`src/rtl/invaders_pkg.sv`:
```
// Shared formation geometry and hit-detect FSM states for the invaders game.
package invaders_pkg;

    localparam int INV_ROWS          = 5;
    localparam int INV_COLS          = 8;
    localparam int INV_ALIEN_W       = 32;
    localparam int INV_ALIEN_H       = 24;
    localparam int INV_SPACING_X     = 48;
    localparam int INV_SPACING_Y     = 40;
    localparam int INV_BULLET_W      = 4;
    localparam int INV_BULLET_H      = 16;
    localparam int INV_SCORE_PER_HIT = 10;

    // Screen coordinates are 12 bit; one extra bit keeps rectangle edge sums from wrapping.
    localparam int COORD_W = 12;
    localparam int ACC_W   = 13;

    typedef enum logic [1:0] {
        HIT_IDLE,
        HIT_SCAN,
        HIT_LOCK
    } hit_state_t;

endpackage

```
`src/rtl/rect_overlap.sv`:
```
// Combinational axis-aligned rectangle intersection test (edges touching do not overlap).
module rect_overlap
    import invaders_pkg::*;
#(
    parameter int W = ACC_W
) (
    input  logic [W-1:0] a_x,
    input  logic [W-1:0] a_y,
    input  logic [W-1:0] a_w,
    input  logic [W-1:0] a_h,
    input  logic [W-1:0] b_x,
    input  logic [W-1:0] b_y,
    input  logic [W-1:0] b_w,
    input  logic [W-1:0] b_h,
    output logic         overlap
);

    // Both axes must intersect; callers size W so the edge sums cannot wrap.
    always_comb begin
        overlap = (a_x < b_x + b_w) && (a_x + a_w > b_x) &&
                  (a_y < b_y + b_h) && (a_y + a_h > b_y);
    end

endmodule

```
`src/rtl/alien_hit_detect.sv`:
```
// Bullet-vs-formation collision: scans one formation cell per cycle, retires the
// bullet on the first live overlapping alien, and owns alive mask, count and score.
module alien_hit_detect
    import invaders_pkg::*;
#(
    parameter int ALIEN_ROWS    = INV_ROWS,
    parameter int ALIEN_COLS    = INV_COLS,
    parameter int ALIEN_WIDTH   = INV_ALIEN_W,
    parameter int ALIEN_HEIGHT  = INV_ALIEN_H,
    parameter int SPACING_X     = INV_SPACING_X,
    parameter int SPACING_Y     = INV_SPACING_Y,
    parameter int BULLET_WIDTH  = INV_BULLET_W,
    parameter int BULLET_HEIGHT = INV_BULLET_H,
    parameter int SCORE_PER_HIT = INV_SCORE_PER_HIT
) (
    input  logic                         clk,
    input  logic                         rst,
    input  logic                         bullet_active,
    input  logic [11:0]                  xpos_shoot,
    input  logic [11:0]                  bullet_y,
    input  logic [11:0]                  grid_x,
    input  logic [11:0]                  grid_y,
    input  logic                         wave_reset,
    output logic                         bullet_hit,
    output logic [ALIEN_ROWS*ALIEN_COLS-1:0] alive_mask,
    output logic [5:0]                   aliens_left,
    output logic [15:0]                  score,
    output logic [2:0]                   hit_row,
    output logic [2:0]                   hit_col,
    output logic                         all_dead
);

    localparam int N     = ALIEN_ROWS * ALIEN_COLS;
    localparam int IDX_W = $clog2(N);
    localparam logic [15:0] SCORE_INC = 16'(SCORE_PER_HIT);

    hit_state_t           state_q, state_d;
    logic [COORD_W-1:0]   snap_bx, snap_by;
    logic [ACC_W-1:0]     snap_gx, cx, cy;
    logic [2:0]           row_q, col_q;
    logic [IDX_W-1:0]     idx_q;
    logic                 load, step, kill;
    logic                 cell_overlap, cell_alive, last_cell;

    assign cell_alive = alive_mask[idx_q];
    assign last_cell  = (idx_q == IDX_W'(N - 1));
    assign all_dead   = (aliens_left == '0);

    rect_overlap #(.W(ACC_W)) u_overlap (
        .a_x     ({1'b0, snap_bx}),
        .a_y     ({1'b0, snap_by}),
        .a_w     (ACC_W'(BULLET_WIDTH)),
        .a_h     (ACC_W'(BULLET_HEIGHT)),
        .b_x     (cx),
        .b_y     (cy),
        .b_w     (ACC_W'(ALIEN_WIDTH)),
        .b_h     (ACC_W'(ALIEN_HEIGHT)),
        .overlap (cell_overlap)
    );

    // FSM state register.
    always_ff @(posedge clk or posedge rst) begin
        if (rst) state_q <= HIT_IDLE;
        else     state_q <= state_d;
    end

    // Next state and datapath strobes; wave_reset overrides every state.
    always_comb begin
        state_d = state_q;
        load    = 1'b0;
        step    = 1'b0;
        kill    = 1'b0;
        if (wave_reset) begin
            state_d = HIT_IDLE;
        end else begin
            case (state_q)
                HIT_IDLE: begin
                    if (bullet_active) begin
                        load    = 1'b1;
                        state_d = HIT_SCAN;
                    end
                end
                HIT_SCAN: begin
                    if (!bullet_active) begin
                        state_d = HIT_IDLE;
                    end else if (cell_alive && cell_overlap) begin
                        kill    = 1'b1;
                        state_d = HIT_LOCK;
                    end else if (last_cell) begin
                        state_d = HIT_IDLE;
                    end else begin
                        step = 1'b1;
                    end
                end
                HIT_LOCK: begin
                    if (!bullet_active) state_d = HIT_IDLE;
                end
                default: state_d = HIT_IDLE;
            endcase
        end
    end

    // Snapshot and cell walk: accumulators step by the pitch instead of multiplying.
    always_ff @(posedge clk or posedge rst) begin
        if (rst) begin
            snap_bx <= '0;
            snap_by <= '0;
            snap_gx <= '0;
            cx      <= '0;
            cy      <= '0;
            row_q   <= '0;
            col_q   <= '0;
            idx_q   <= '0;
        end else if (load) begin
            snap_bx <= xpos_shoot;
            snap_by <= bullet_y;
            snap_gx <= {1'b0, grid_x};
            cx      <= {1'b0, grid_x};
            cy      <= {1'b0, grid_y};
            row_q   <= '0;
            col_q   <= '0;
            idx_q   <= '0;
        end else if (step) begin
            idx_q <= idx_q + 1'b1;
            if (col_q == 3'(ALIEN_COLS - 1)) begin
                col_q <= '0;
                row_q <= row_q + 3'd1;
                cx    <= snap_gx;
                cy    <= cy + ACC_W'(SPACING_Y);
            end else begin
                col_q <= col_q + 3'd1;
                cx    <= cx + ACC_W'(SPACING_X);
            end
        end
    end

    // Kill bookkeeping; a wave reset in the same cycle discards the kill entirely.
    always_ff @(posedge clk or posedge rst) begin
        if (rst) begin
            bullet_hit  <= 1'b0;
            alive_mask  <= '1;
            aliens_left <= 6'(N);
            score       <= '0;
            hit_row     <= '0;
            hit_col     <= '0;
        end else begin
            bullet_hit <= kill;
            if (wave_reset) begin
                alive_mask  <= '1;
                aliens_left <= 6'(N);
            end else if (kill) begin
                alive_mask[idx_q] <= 1'b0;
                aliens_left       <= aliens_left - 6'd1;
                hit_row           <= row_q;
                hit_col           <= col_q;
                if (score > 16'hFFFF - SCORE_INC) score <= '1;
                else                              score <= score + SCORE_INC;
            end
        end
    end

endmodule

```
`config.mk`:
```
export PLATFORM = sky130hd
export DESIGN_NAME = alien_hit_detect
export DESIGN_NICKNAME = d
export VERILOG_FILES = /design/src/rtl/invaders_pkg.sv /design/src/rtl/rect_overlap.sv /design/src/rtl/alien_hit_detect.sv
export SDC_FILE = /design/constraint.sdc
export NUM_CORES = 1
export LEC_CHECK = 0
export BUFFER_PORTS_ARGS = -buffer_cell sky130_fd_sc_hd__clkbuf_2
export CORE_MARGIN = 4
export CORE_UTILIZATION = 60
export DETAILED_ROUTE_END_ITERATION = 16
export PLACE_DENSITY = 0.83
export SYNTH_ARGS = -nofsm -noshare
export SYNTH_HDL_FRONTEND = slang
export SYNTH_SLANG_ARGS = --single-unit
export TNS_END_PERCENT = 20
```
`constraint.sdc`:
```
create_clock -name clk -period 7.83 [get_ports clk]
set_input_delay 1.1745 -clock clk [delete_from_list [all_inputs] [get_ports clk]]
set_output_delay 1.1745 -clock clk [all_outputs]
set_load 0.01 [all_outputs]
```
# Word-level counts from Yosys, hierarchy flattened
# Cells that the tools add are included.
[totals]
ff_bits = 145
latchBits = 0
ram_bits = 0
mem_bits_ro = 0
in_bits = 52
out_inout_bits = 70
wordCells = 98
memories = 0
[classes]
add_sub_neg = 11
mul = 0
div_mod_pow = 0
magnitude_cmp = 7
n_eq_ne = 7
shift = 0
mux = 42
n_bitwise = 3
n_reduce_logical = 13
[ops]
columns = ["op", "n"]
rows = [
  ["two-way mux 40 bit", 2],
  ["two-way mux 13 bit", 6],
  ["bitwise AND 40 bit", 1],
  ["inverter 40 bit", 1],
  ["adder 13 x 6 -> 13 bit (second input constant)", 3],
  ["> comparator 13 bit", 2],
  ["less-than comparator 12 x 13 -> 1 bit", 2],
  ["two-way mux 6 bit", 4],
  ["two-way mux 3 bit", 6],
  ["adder 16 x 4 -> 16 bit (second input constant)", 1],
  ["> comparator 16 bit (second input constant)", 1],
  ["two-way mux 16 bit", 1],
  ["two-way mux 1 bit", 14],
  ["adder 12 x 3 -> 13 bit (second input constant)", 1],
  ["adder 12 x 5 -> 13 bit (second input constant)", 1],
  ["adder 13 x 5 -> 13 bit (second input constant)", 1],
  ["two-way mux 2 bit", 6],
  ["less-than comparator 6 x 7 -> 1 bit (second input constant)", 1],
  ["adder 3 x 1 -> 3 bit (second input constant)", 2],
  ["adder 6 x 1 -> 6 bit (second input constant)", 1],
  ["binary-select mux 1 bit (select 6 bit)", 1],
  ["demux 1 bit (select 6 bit)", 1],
  ["== test 6 bit (second input constant)", 1],
  [">= comparator 6 x 1 -> 1 bit (second input constant)", 1],
  ["other kinds (14)", 22],
]

# Longest topological paths before layout
# Gate-level depths: netlist of run 1.
[logic_depth]
depth_word = 12
mapped_depth = 16

# Modules after synthesis
# From an unflattened synthesis of run 1, not the netlist that was laid out.
[hier_totals]
hier_cells = 1173
hier_area_um2 = 10266.1
[modules_own_cells]
columns = ["mod", "n_inst", "cells_per_inst", "area_per_inst_um2", "seq_area_each_um2"]
rows = [
  ["alien_hit_detect", 1, 746, 6956.7, 3681.0],
  ["rect_overlap", 1, 427, 3309.4, 0.0],
]

# Least setup slack after synthesis of run 1
# OpenSTA, ideal clock, no wires.
[synth_path]
path_type = "register -> register"
from = "register cy[3]"
to = "register cx[0]"
setup_ps = 125
t_arrival_ps = 3044
path_slack_ps = 4662
stages_incl_launch_ff = 14
path_buffers = 1
period_less_slack_ps = 3168
path_cell_list = "dfrtp_1 > inv_1 > ha_1 > nor3_1 > xnor2_1 > ha_1 > a21o_1 > a21o_1 > o2111ai_1 > o211a_1 > nand3_1 > buf_4 > a21oi_1 > mux2_2"
[synth_between]
elab_chain_len = 10
word_cells_on_any_way = 11
classes_between = "1 x add/sub; 2 x order compare; 4 x mux; 4 x reduce/logical"
[synth_rtl]
columns = ["item", "line_no", "text"]
rows = [
  ["start, declared", "alien_hit_detect.sv:39", "logic [ACC_W-1:0] snap_gx, cx, cy;"],
  ["start signal, assigned", "alien_hit_detect.sv:119", "cy <= {1'b0, grid_y};"],
  ["start signal, assigned", "alien_hit_detect.sv:129", "cy <= cy + ACC_W'(SPACING_Y);"],
  ["adder 13 x 5 -> 13 bit", "rect_overlap.sv:21", "(a_y < b_y + b_h) && (a_y + a_h > b_y);"],
  ["less-than comparator 12 x 13 -> 1 bit", "rect_overlap.sv:21", ""],
  ["logical AND 1 bit", "rect_overlap.sv:20", "overlap = (a_x < b_x + b_w) && (a_x + a_w > b_x) &&"],
  ["logical AND 1 bit *", "rect_overlap.sv:21", ""],
  ["logical AND 1 bit *", "alien_hit_detect.sv:86", "end else if (cell_alive && cell_overlap) begin"],
  ["two-way mux 1 bit *", "alien_hit_detect.sv:86", ""],
  ["two-way mux 1 bit *", "alien_hit_detect.sv:84", "if (!bullet_active) begin"],
  ["two-way mux 1 bit *", "alien_hit_detect.sv:76", "case (state_q)"],
  ["two-way mux 1 bit *", "alien_hit_detect.sv:73", "if (wave_reset) begin"],
  ["nonzero test 2 bit (no source line) *", "--", ""],
  ["end signal, assigned", "alien_hit_detect.sv:118", "cx <= {1'b0, grid_x};"],
  ["end signal, assigned", "alien_hit_detect.sv:128", "cx <= snap_gx;"],
  ["end signal, assigned", "alien_hit_detect.sv:132", "cx <= cx + ACC_W'(SPACING_X);"],
  ["end, declared", "alien_hit_detect.sv:39", ""],
]
# Mark *: on every way between the ends. The rest lies on a longest branch, timed or not.
# A chain may end at the register's enable or synchronous reset.

# Final worst setup path of run 1
[layout_path]
from = "register cy[3]"
to = "register alive_mask[9]"
[layout_between]
elab_chain_len = 10
word_cells_on_any_way = 11
classes_between = "1 x add/sub; 2 x order compare; 4 x mux; 4 x reduce/logical"
[layout_rtl]
columns = ["item", "line_no", "text"]
rows = [
  ["adder 13 x 5 -> 13 bit", "rect_overlap.sv:21", ""],
  ["less-than comparator 12 x 13 -> 1 bit", "rect_overlap.sv:21", ""],
  ["logical AND 1 bit", "rect_overlap.sv:20", ""],
  ["logical AND 1 bit *", "rect_overlap.sv:21", ""],
  ["logical AND 1 bit *", "alien_hit_detect.sv:86", ""],
  ["two-way mux 1 bit *", "alien_hit_detect.sv:86", ""],
  ["two-way mux 1 bit *", "alien_hit_detect.sv:84", ""],
  ["two-way mux 1 bit *", "alien_hit_detect.sv:76", ""],
  ["two-way mux 1 bit *", "alien_hit_detect.sv:73", ""],
  ["nonzero test 2 bit (no source line) *", "--", ""],
  ["end signal, assigned", "alien_hit_detect.sv:141", "alive_mask <= '1;"],
  ["end signal, assigned", "alien_hit_detect.sv:149", "alive_mask <= '1;"],
  ["end signal, assigned by index", "alien_hit_detect.sv:152", "alive_mask[idx_q] <= 1'b0;"],
  ["end, declared", "alien_hit_detect.sv:25", "output logic [ALIEN_ROWS*ALIEN_COLS-1:0] alive_mask,"],
]
# Marked as above.

==> metrics.md, run 1 <==
| Metric | Value |
|---|---|
| Post-CTS Setup Bufs | 0 |
| EDFF count, synth | 0 |
| Endpoints failing hold | 0 |
| 1st-iter DRT viols | approximately 610 |
| Critical path type | reg2reg |
| Clock sinks | roughly 150 |
| Slew Viols, Final | 0 |
| Syn Inst Count | 899 |
| Slew @ Worst Pin | between 1 and 1.5 ns |
| Clock Latency Late Sink | 0.42 ns |
| Layout cells sized above 1 | 21.40% |
| Yosys top cell by area | dfrtp_1 |
| Maximum buffer depth of the clock tree | 2 |
| Crit Path Max Fanout | 12 |
| Post_cts resized | 0 |
| Cell family with most CP delay | simple AND/OR/NAND/NOR gates |
| Outcome | complete, no violations |
| Setup Skew | between 0.01 and 0.015 ns |
| Hold-fix buffers at CTS | 0 |
| Syn Area/Cell | 9.141 sq um |
| Depth of the CTS H-tree | 4 |
| Register area share after synthesis | 44.79% |
| Top-count cell post-synth | nand2_1 |
| Crit path launch type | register |
| Syn nets | 1010 |
| Root Driver | clkbuf_16 |
| Clk slew on worst S/H paths | 0.06 ns |
| Netlist cell types | 60 |
| Final worst path period need | 4.750 ns |
| Global-route wire length before repair | approximately 34000 um |
| PnR Total Power | ~0.0021 W |
| Slew HR | 11.19% |
| P per Cell Area | 223.6 nW/um^2 |
| Final ANT Viol Nets | 0 |
| Setup crit end kind | register |
| Row count | 42 |
| CP Cell Sequence | inv_1, ha_1, nor3_1, xnor2_1, ha_1, a21o_1, a21o_1, o2111ai_1, o211a_1, nand3_1, nor2_1, nor4bb_1, a21oi_1 |
| CTS tree | built |
| DR vias/cell | roughly 5.9 |
| Synth-to-Final Area Change | 15.09% |
| DRC | 0 |
| GRT overflow | 0 |
| #FFs+latches synth | ~150 |
| Total die area | roughly 16000 sq um |
| Vias in the first global route | 6738 |
| Largest net degree at the start of global routing | 87 |
| Core area | 13350 sq um |
| Final net count | between 1k and 1.5k |
| Prevailing post-synth register cell | dfrtp_1 |
| Hpwl dp | between 10000 and 15000 um |
| Antenna Cells | 0 |
| CTS buffer count | 17 |
| Starting Density | between 60% and 70% |
| Share of the synthesized area in the top cell type | 31.36% |
| Router iterations before antenna repair | 5 |
| Routed len/inst | 16.80 um |
| Worst VDD drop | 0.1986 mV |
| Hold slack | 0.4766 ns |
| Total Wirelength | 19990 um |
| R2R setup slack | 3.08 ns |
| RSZ-0062 raised after global routing | false |
| Leak pwr | 4.501 nW |
| Critical path buffers and inverters | 1 |
| Syn. warnings | 0 |
| Place WS | 3.288 ns |
| Worst EP required | 8.13 ns |
| Max-cap viol count | 0 |
| # setup viols final | 0 |
| Placed cell count | around 1.2k |
| Worst hold path type | reg2reg |
| Die X | 125.0 um |
| PnR worst setup slack | slightly above 3 ns |
| IO Count | 122 |
| Synth cell count leaders | nand2_1 (152), dfrtp_1 (103), nor2_1 (86) |
| Cell Area, Synth | 8218 sq um |
| Synth area leaders | dfrtp_1 (31%), dfstp_2 (13%), ha_1 (9.0%) |
| Port bufs | between 100 and 150 |
| Initial antenna violation count | 0 |
| CP max-delay cell | nor4bb_1 |
| CP max stage delay | 1.16 ns |
| CP Data Arrival Time | 5.05 ns |
| Non-Filler Instances | 1190 |
| Final period utilization | 60.67% |
| Die Ht | 125.0 um |
| Via count | 7008 |
| Total track usage | ~26% |
| F_max | 0.2105 GHz |
| TNS Setup | 0 ns |
| RePlAce Congestion | 0.9244 |
| Asr flop ratio synth | 100.0% |
cell usage in the layout (no fill, tap or decap), types with 11 or more instances in the layout:
cell type and count:
mux2_2 15, dfstp_2 42, dfrtp_1 103, clkbuf_16 18, xnor2_1 33, inv_1 41
ha_1 59, o21ai_0 26, nand2_1 152, nor3_1 16, clkbuf_2 121, and3_1 16
nand3_1 39, nand4_1 15, mux2i_1 11, nor2_1 86, a21oi_1 78
flip-flops by register name, summed over array words and instances (netlist names), 3 cells and up:
signal and count:
hit_col 3, score 16, hit_row 3, idx_q 6, snap_by 12, cx 13
col_q 3, aliens_left 6, snap_gx 12, snap_bx 12, cy 13, alive_mask 40
row_q 3
final timing paths:
path	start	end	cells after the start
max in group asynchronous	rst	cy[6]	3
min in group asynchronous	rst	snap_gx[10]	2
min	snap_gx[1]	snap_gx[1]	2
max	cy[3]	alive_mask[9]	13
min reg2reg	snap_gx[1]	snap_gx[1]	2
max reg2reg	cy[3]	alive_mask[9]	13
layout make-up:
type | count | area (sq um)
Multi-Input combinational cell | 669 | 4200
Fill cell | 1028 | 3890
Sequential cell | 145 | 3681
Timing Repair Buffer | 125 | 635.6
Clock buffer | 25 | 506.7
Tap cell | 176 | 220.2
Inverter | 43 | 166.4
Clock inverter | 7 | 47.55
cell families (layout without fill, tap and decap cells):
kind of cell | after synthesis | count (layout) | synth area share [%]
and+or+nand+nor | 367 | 367 | 20.19
AOI/OAI and AO/OA | 167 | 167 | 12.50
DFF | 145 | 145 | 44.79
buffers and inverters | 85 | 200 | 4.156
adders and majority gates | 59 | 59 | 8.983
xor gates and xnor gates | 42 | 42 | 4.476
muxes | 34 | 34 | 4.902
per-layer routing:
| metal | up-vias | track usage (%) | share of wire (%) |
|---|---|---|---|
| met1 | 3384 | 36.81 | 45 |
| met3 | 26 | 5.714 | 6.8 |
| met5 | - | 0 | 0 |
| met4 | 0 | 7.079 | 1.3 |
| met2 | 253 | 40.65 | 47 |
| li1 | 3345 | - | - |
per-stage QoR:
step | utilization (%) | area, sq um
2_1_floorplan | - | 8218
3_3_place_gp | 66.70 | 8904
3_5_place_dp | 66.70 | 8904
4_1_cts | 70.86 | 9458
5_1_grt | 70.86 | 9458
6_report | 70.86 | 9458
worst reg2reg max path, cell delays in order (launching register included):
cell and delay, ns:
dfrtp_1 0.49, inv_1 0.12, ha_1 0.25, nor3_1 0.31, xnor2_1 0.17, ha_1 0.26
a21o_1 0.16, a21o_1 0.18, o2111ai_1 0.19, o211a_1 0.26, nand3_1 0.34, nor2_1 0.53
nor4bb_1 1.16, a21oi_1 0.22
power breakdown:
part / internal (W) / leakage, nW / switching [W]
Clock: 0.000451 / 0.278 / 0.000312
Combinational: 0.000195 / 2.45 / 0.000259
Sequential: 0.000815 / 1.77 / 0.0000829
(Power assumes the default switching activity.)
==> run 2: changes to the inputs <==
ABC_AREA = 1   (was default)
CORE_UTILIZATION = 53   (was 60)
PLACE_DENSITY = 0.77   (was 0.83)
clock period = 4.1 ns   (was 7.83 ns; I/O delays follow)
==> run 2 against run 1 <==
Compared with the run above:
- sequential cell count is the same
- maximum frequency grew 37%
- register-to-register slack lost 2.4 ns
- cell area grew 9.4%
- clock power grew 100%
- area after synthesis grew 9.7%
- largest power group is now combinational logic
==> metrics.md, run 2 <==
| Metric | Value |
|---|---|
| Outcome | complete, no violations |
| Worst hold path type | in2reg |
| DR vias/cell | 5.182 |
| RSZ-0062 raised after global routing | false |
| Clk slew on worst S/H paths | 0.06 ns |
| PnR Total Power | 0.005615 W |
| #FFs+latches synth | ~150 |
| Layer with the highest usage | met2 |
| Via count | roughly 8.1k |
| Starting Density | between 50% and 60% |
| RePlAce Congestion | around 0.88 |
| CTS tree | built |
| TNS Setup | 0 ns |
| Setup Skew | 0.009801 ns |
| Die Ht | 138.4 um |
| Worst VDD drop | between 0.3 and 0.4 mV |
| CP Data Arrival Time | 3.82 ns |
| Netlist cell types | 42 |
| Syn Area/Cell | 7.370 sq um |
| Final net count | 1441 |
| 1st-iter DRT viols | 670 |
| # setup viols final | 0 |
| Total track usage | 22.96% |
| Synth-to-Final Area Change | 14.81% |
| Max reg flops | 40 |
| Share of the synthesized area in the top cell type | 28.60% |
| Port bufs | between 100 and 150 |
| Syn Inst Count | about 1.2k |
| Most common cell after layout, fill and taps aside | nand2_1 |
| Routed len/inst | 13.85 um |
| Core area | 16640 sq um |
| Max-cap viol count | 0 |
| Initial antenna violation count | 0 |
| Crit path launch type | register |
| Prevailing post-synth register cell | dfrtp_1 |
| Global-route wire length before repair | 37000 um |
| Post_cts resized | 0 |
| Syn. warnings | 0 |
| Largest net degree at the start of global routing | ~150 |
| Router iterations before antenna repair | 6 |
| GRT overflow | 0 |
| Clock sinks | 145 |
| Root Driver | clkbuf_16 |
| Clock Latency Late Sink | 0.42 ns |
| GR Layer Usage met3 | 3.488% |
| Slew HR | 38.90% |
| F_max | between 0.2 and 0.3 GHz |
| IO Count | roughly 120 |
| Slew @ Worst Pin | 0.9094 ns |
| Depth of the CTS H-tree | 4 |
| Yosys top cell by area | dfrtp_1 |
| Synth area leaders | dfrtp_1 (29%), nand2_1 (20%), dfstp_2 (12%) |
| Maximum buffer depth of the clock tree | 2 |
| P per Cell Area | around 540 nW/um^2 |
| Critical path type | reg2reg |
| Endpoints failing hold | 0 |
| Met2 usage | between 30% and 40% |
| Hold-fix buffers at CTS | 0 |
| Total Wirelength | between 20000 and 25000 um |
| Setup crit end kind | register |
| Die X | between 100 and 150 um |
| Register area share after synthesis | 40.84% |
| Worst EP required | approximately 4.5 ns |
| Vias in the first global route | 7586 |
| DRC | 0 |
| Final period utilization | a little over four fifths |
| CTS buffer count | 17 |
| Cell Area, Synth | ~9000 sq um |
| Leak pwr | 5.390 nW |
| Total die area | about 19000 sq um |
| Row count | 47 |
| Slew Viols, Final | 0 |
| GR Layer Usage met1 | 32.17% |
| Final ANT Viol Nets | 0 |
| Final worst path period need | 3.466 ns |
| Hpwl dp | ~15000 um |
| Synth cell count leaders | nand2_1 (489), inv_1 (114), dfrtp_1 (103) |
| Antenna Cells | 0 |
| Layout cells sized above 1 | between 15 and 20% |
| Crit Path Max Fanout | 45 |
| Syn nets | 1334 |
| Top Registers | alive_mask x40, score x16 |
| Most flops, register | alive_mask |
| EDFF count, synth | 0 |
| Most frequent cells in the layout | nand2_1 (489), clkbuf_2 (121), inv_1 (113), dfrtp_1 (103), nor2_1 (71) |
| Top-count cell post-synth | nand2_1 |
| Asr flop ratio synth | 100.0% |
| Post-CTS Setup Bufs | 0 |
## run 2: kinds of logic (layout without fill, tap and decap cells)
logic type               after synthesis  count (layout)  share of synthesized area, %
AO/OA/AOI/OAI                        134             134                         7.760
XOR/XNOR                              45              45                         4.373
adder cells (fa/ha/maj)               59              59                         8.190
buffers and inverters                160             280                         7.385
flip-flops                           145             145                         40.84
AND/OR/NAND/NOR                      680             680                         31.45
## run 2: routing by layer
layer	vias up	wire length, um
met4	0	323
met3	32	928
met2	206	10260
met5	-	0
met1	3763	10140
li1	4099	-
## run 2: final cells by class
type                       instances  area [sq um]
multi-input combinational        918          4667
timing repair buffer             130         685.7
sequential                       145          3681
clock buffer                      25         519.2
fill                            1553          6294
inverter                         118         449.2
tap                              220         275.3
clock inverter                     7         71.32
## run 2: final timing paths
check                                       to        start  slack [ns]  depth (start not counted)
worst max register to register           cx[9]   snap_bx[2]        0.63                         21
min in group asynchronous                cy[5]          rst        0.41                          3
max in group asynchronous       aliens_left[4]          rst        3.13                          3
worst min-delay path                snap_by[8]  bullet_y[8]        0.39                          3
worst max-delay path                     cx[9]   snap_bx[2]        0.63                         21
worst min register to register      snap_gx[7]   snap_gx[7]        0.48                          2
## run 2: power by group
part / switching (W) / leakage, nW / total [W] / internal, W
clock network: 0.000610 / 0.287 / 0.00156 / 0.000946
logic: 0.00133 / 3.33 / 0.00210 / 0.000771
registers: 0.000298 / 1.77 / 0.00196 / 0.00166
total: 0.00223 / 5.39 / 0.00561 / 0.00338
## run 2: through the flow
stage | cell area, sq um | cells | setup slack, ns | hold WS (ns) | util, %
2_1_floorplan | 9017 | 1223 | 1.310 | 0.4419 | -
3_3_place_gp | 9758 | 1531 | 0.8311 | 0.4482 | 58.63
3_5_place_dp | 9758 | 1531 | 0.6819 | 0.4629 | 58.63
4_1_cts | 10350 | 1563 | 0.6500 | 0.3745 | 62.18
5_1_grt | 10350 | 1563 | 0.2763 | 0.3917 | 62.18
6_report | 10350 | 1563 | 0.6339 | 0.3895 | 62.18
## run 2: worst max-delay path: stages, from the launching register on
cell and delay [ns]:
dfrtp_1 0.40, ha_1 0.18, nand2_1 0.05, inv_1 0.10, nand4_1 0.14, nor2_1 0.12
nand2_1 0.08, xor2_1 0.13, inv_1 0.06, ha_1 0.29, a21oi_1 0.07, o21ai_0 0.28
nor2_1 0.09, nand2_1 0.08, nand3_1 0.11, nor2_4 0.15, nand3_2 0.15, nand3_4 0.12
nand2_4 0.29, inv_1 0.34, nand2_1 0.10, nand2_1 0.07
==> run 3: changes to the inputs <==
CORE_UTILIZATION = 59   (was 53)
PLACE_DENSITY = 0.81   (was 0.77)
clock period = 3.48 ns   (was 4.1 ns; I/O delays follow)
==> run 3 against run 2 <==
Compared with the run above:
- worst setup slack got worse by 0.43 ns
- combinational power rose by 21%
- die area shrank 9.6%
- utilization rose by 8.3 points
- routed wire length rose by 1.2%
- maximum frequency increased by 5.7%
- critical path depth did not move
- clock power increased by 8%
- worst hold slack got worse by 0.10 ns
- sequential share of layout area down 0.20 points
- non-clock buffer count rose by 9
==> metrics.md, run 3 (synthesis gave the netlist of run 2 again) <==
| Metric | Value |
|---|---|
| Combinational share of power | 38.9% |
| GR Layer Usage met3 | 5.313% |
| Starting Density | between 60% and 70% |
| Hpwl dp | 15310 um |
| Worst VDD drop | 0.3976 mV |
| Internal power | about 0.0039 W |
| Core area | 14750 sq um |
| Hold-fix buffers at CTS | 0 |
| Router iterations before antenna repair | 5 |
| Final net count | 1451 |
| Most common cell after layout, fill and taps aside | nand2_1 |
| R2R setup slack | 0.20 ns |
| Clock sinks | 145 |
| Endpoints failing hold | 0 |
| Global-route wire length before repair | about 37000 um |
| Antenna Cells | 0 |
| Outcome | complete, no violations |
| Routed len/inst | between 10 and 15 um |
| Flop pwr share | 35.6% |
| Layout cells sized above 1 | 17.81% |
| 1st-iter DRT viols | ~730 |
| TNS Setup | 0 ns |
| Clock Latency Late Sink | 0.42 ns |
| DRC | 0 |
| Top Registers | alive_mask x40, score x16 |
| Die Ht | 131.6 um |
| GR Layer Usage met1 | roughly a third |
| Net Switching | 0.002686 W |
| Final period utilization | 94.25% |
| Clk network pwr share | 25.6% |
| Root Driver | clkbuf_16 |
| Total Wirelength | 21910 um |
| DR vias/cell | 5.355 |
| P per Cell Area | about 630 nW/um^2 |
| Final ANT Viol Nets | 0 |
| Placed cell area | 9768 sq um |
| Worst hold path type | in2async |
| Vias in the first global route | 7767 |
| Initial antenna violation count | 0 |
| Setup crit end kind | register |
| Maximum buffer depth of the clock tree | 2 |
| Setup Skew | 0.01071 ns |
| R2r endpoint | cx[5] |
| Total track usage | 25.33% |
| Max-cap viol count | 0 |
| Clk slew on worst S/H paths | 0.06 ns |
| Largest net degree at the start of global routing | 71 |
| Worst EP required | 3.79 ns |
| Switch share | between 40% and 50% |
| RePlAce Congestion | 0.8702 |
| FF-to-FF Start | snap_bx[3] |
| IO Count | 122 |
| Non-Filler Instances | between 1.5k and 2k |
| GRT overflow | 0 |
| Via count | between 8k and 9k |
| Port bufs | 121 |
| F_max | 0.3049 GHz |
| # setup viols final | 0 |
| CTS tree | built |
| Final worst path period need | 3.280 ns |
| Max reg flops | 40 |
| Depth of the CTS H-tree | 4 |
| Row count | 44 |
| RSZ-0062 raised after global routing | true |
| Critical path type | reg2reg |
| Most frequent cells in the layout | nand2_1 (489), clkbuf_2 (121), inv_1 (112), dfrtp_1 (103), nor2_1 (70) |
| Post-route cell area | 10410 sq um |
| Leak pwr | 5.430 nW |
| Most flops, register | alive_mask |
| Synth-to-Final Area Change | 15.45% |
| PnR Total Power | 0.006563 W |
| Total die area | 17320 sq um |
| CP Data Arrival Time | about 3.6 ns |
| Layer with the highest usage | met2 |
| Die X | 131.6 um |
| Met2 usage | 40.60% |
| CTS buffer count | 17 |
| Worst R2R Path Depth | 21 |
| Slew @ Worst Pin | 0.9219 ns |
| Crit Path Max Fanout | 21 |
| Slew Viols, Final | 0 |
| Slew HR | 38.06% |
| Placed cell count | 1499 |
| Crit path launch type | register |
-- run 3: how the worst max path moves through the flow --
stage	from	end
after floorplan	snap_by[4]	score[8]
after global placement	snap_by[5]	score[4]
after detailed placement	snap_by[5]	cx[6]
after CTS	snap_by[5]	cx[5]
after global routing	snap_bx[3]	cx[5]
final	snap_bx[3]	cx[5]
-- run 3: worst max-delay path, stage by stage (launching register included) --
cell and delay [ns]:
dfrtp_1 0.39, ha_1 0.18, nand2_1 0.05, inv_1 0.08
nand4_1 0.12, nor2_1 0.11, nand2_1 0.08, xor2_1 0.14
inv_1 0.06, ha_1 0.30, nand4_1 0.22, nor3_2 0.24
nand2_1 0.07, nand2_1 0.05, nand3_1 0.12, nor2_4 0.18
nand3_4 0.13, nand3_4 0.14, nand2_8 0.12, buf_12 0.20
o21ai_1 0.10, nand2_1 0.08
-- run 3: layer usage --
layer	up-vias	part of all wire, %	wire (um)
met5	-	0	0
met4	0	2.1	458
met3	38	6.1	1328
met2	312	48	10420
met1	3757	44	9705
li1	4123	-	-
-- run 3: final cells by class --
type / count / area [sq um]
inverters: 118 / 452.9
clock inverters: 8 / 53.80
repair buffers: 139 / 782.0
multi-input cells: 919 / 4723
flip-flops and latches: 145 / 3681
well taps: 184 / 230.2
clock buffers: 24 / 483.0
fillers: 1260 / 4348
-- run 3: stage by stage --
| step | hold slack [ns] | worst slack (ns) | utilization [%] |
|---|---|---|---|
| 6_report | 0.2881 | 0.2000 | 70.53 |
| 5_1_grt | 0.2929 | -0.07643 | 70.53 |
| 4_1_cts | 0.2788 | 0.1155 | 69.84 |
| 3_5_place_dp | 0.4648 | 0.2037 | 66.21 |
| 3_3_place_gp | 0.4493 | 0.3142 | 66.21 |
| 2_1_floorplan | 0.4419 | 0.6904 | - |
-- run 3: timing repair --
item / 4_1_cts / 5_1_grt
resized for setup: 0 / 10
setup buffers: 0 / 5
endpoints found under the setup margin: 0 / 59
endpoints found under the hold margin: 0 / 0
-- run 3: power groups by stage --
stage | Clock, W | Combinational [W] | Sequential, W
5_1_grt | 0.00178 | 0.00293 | 0.00237
3_5_place_dp | 0 | 0.00245 | 0.00234
3_3_place_gp | 0 | 0.00237 | 0.00233
6_report | 0.00168 | 0.00255 | 0.00233
4_1_cts | 0.00170 | 0.00249 | 0.00232
2_1_floorplan | 0 | 0.00195 | 0.00221
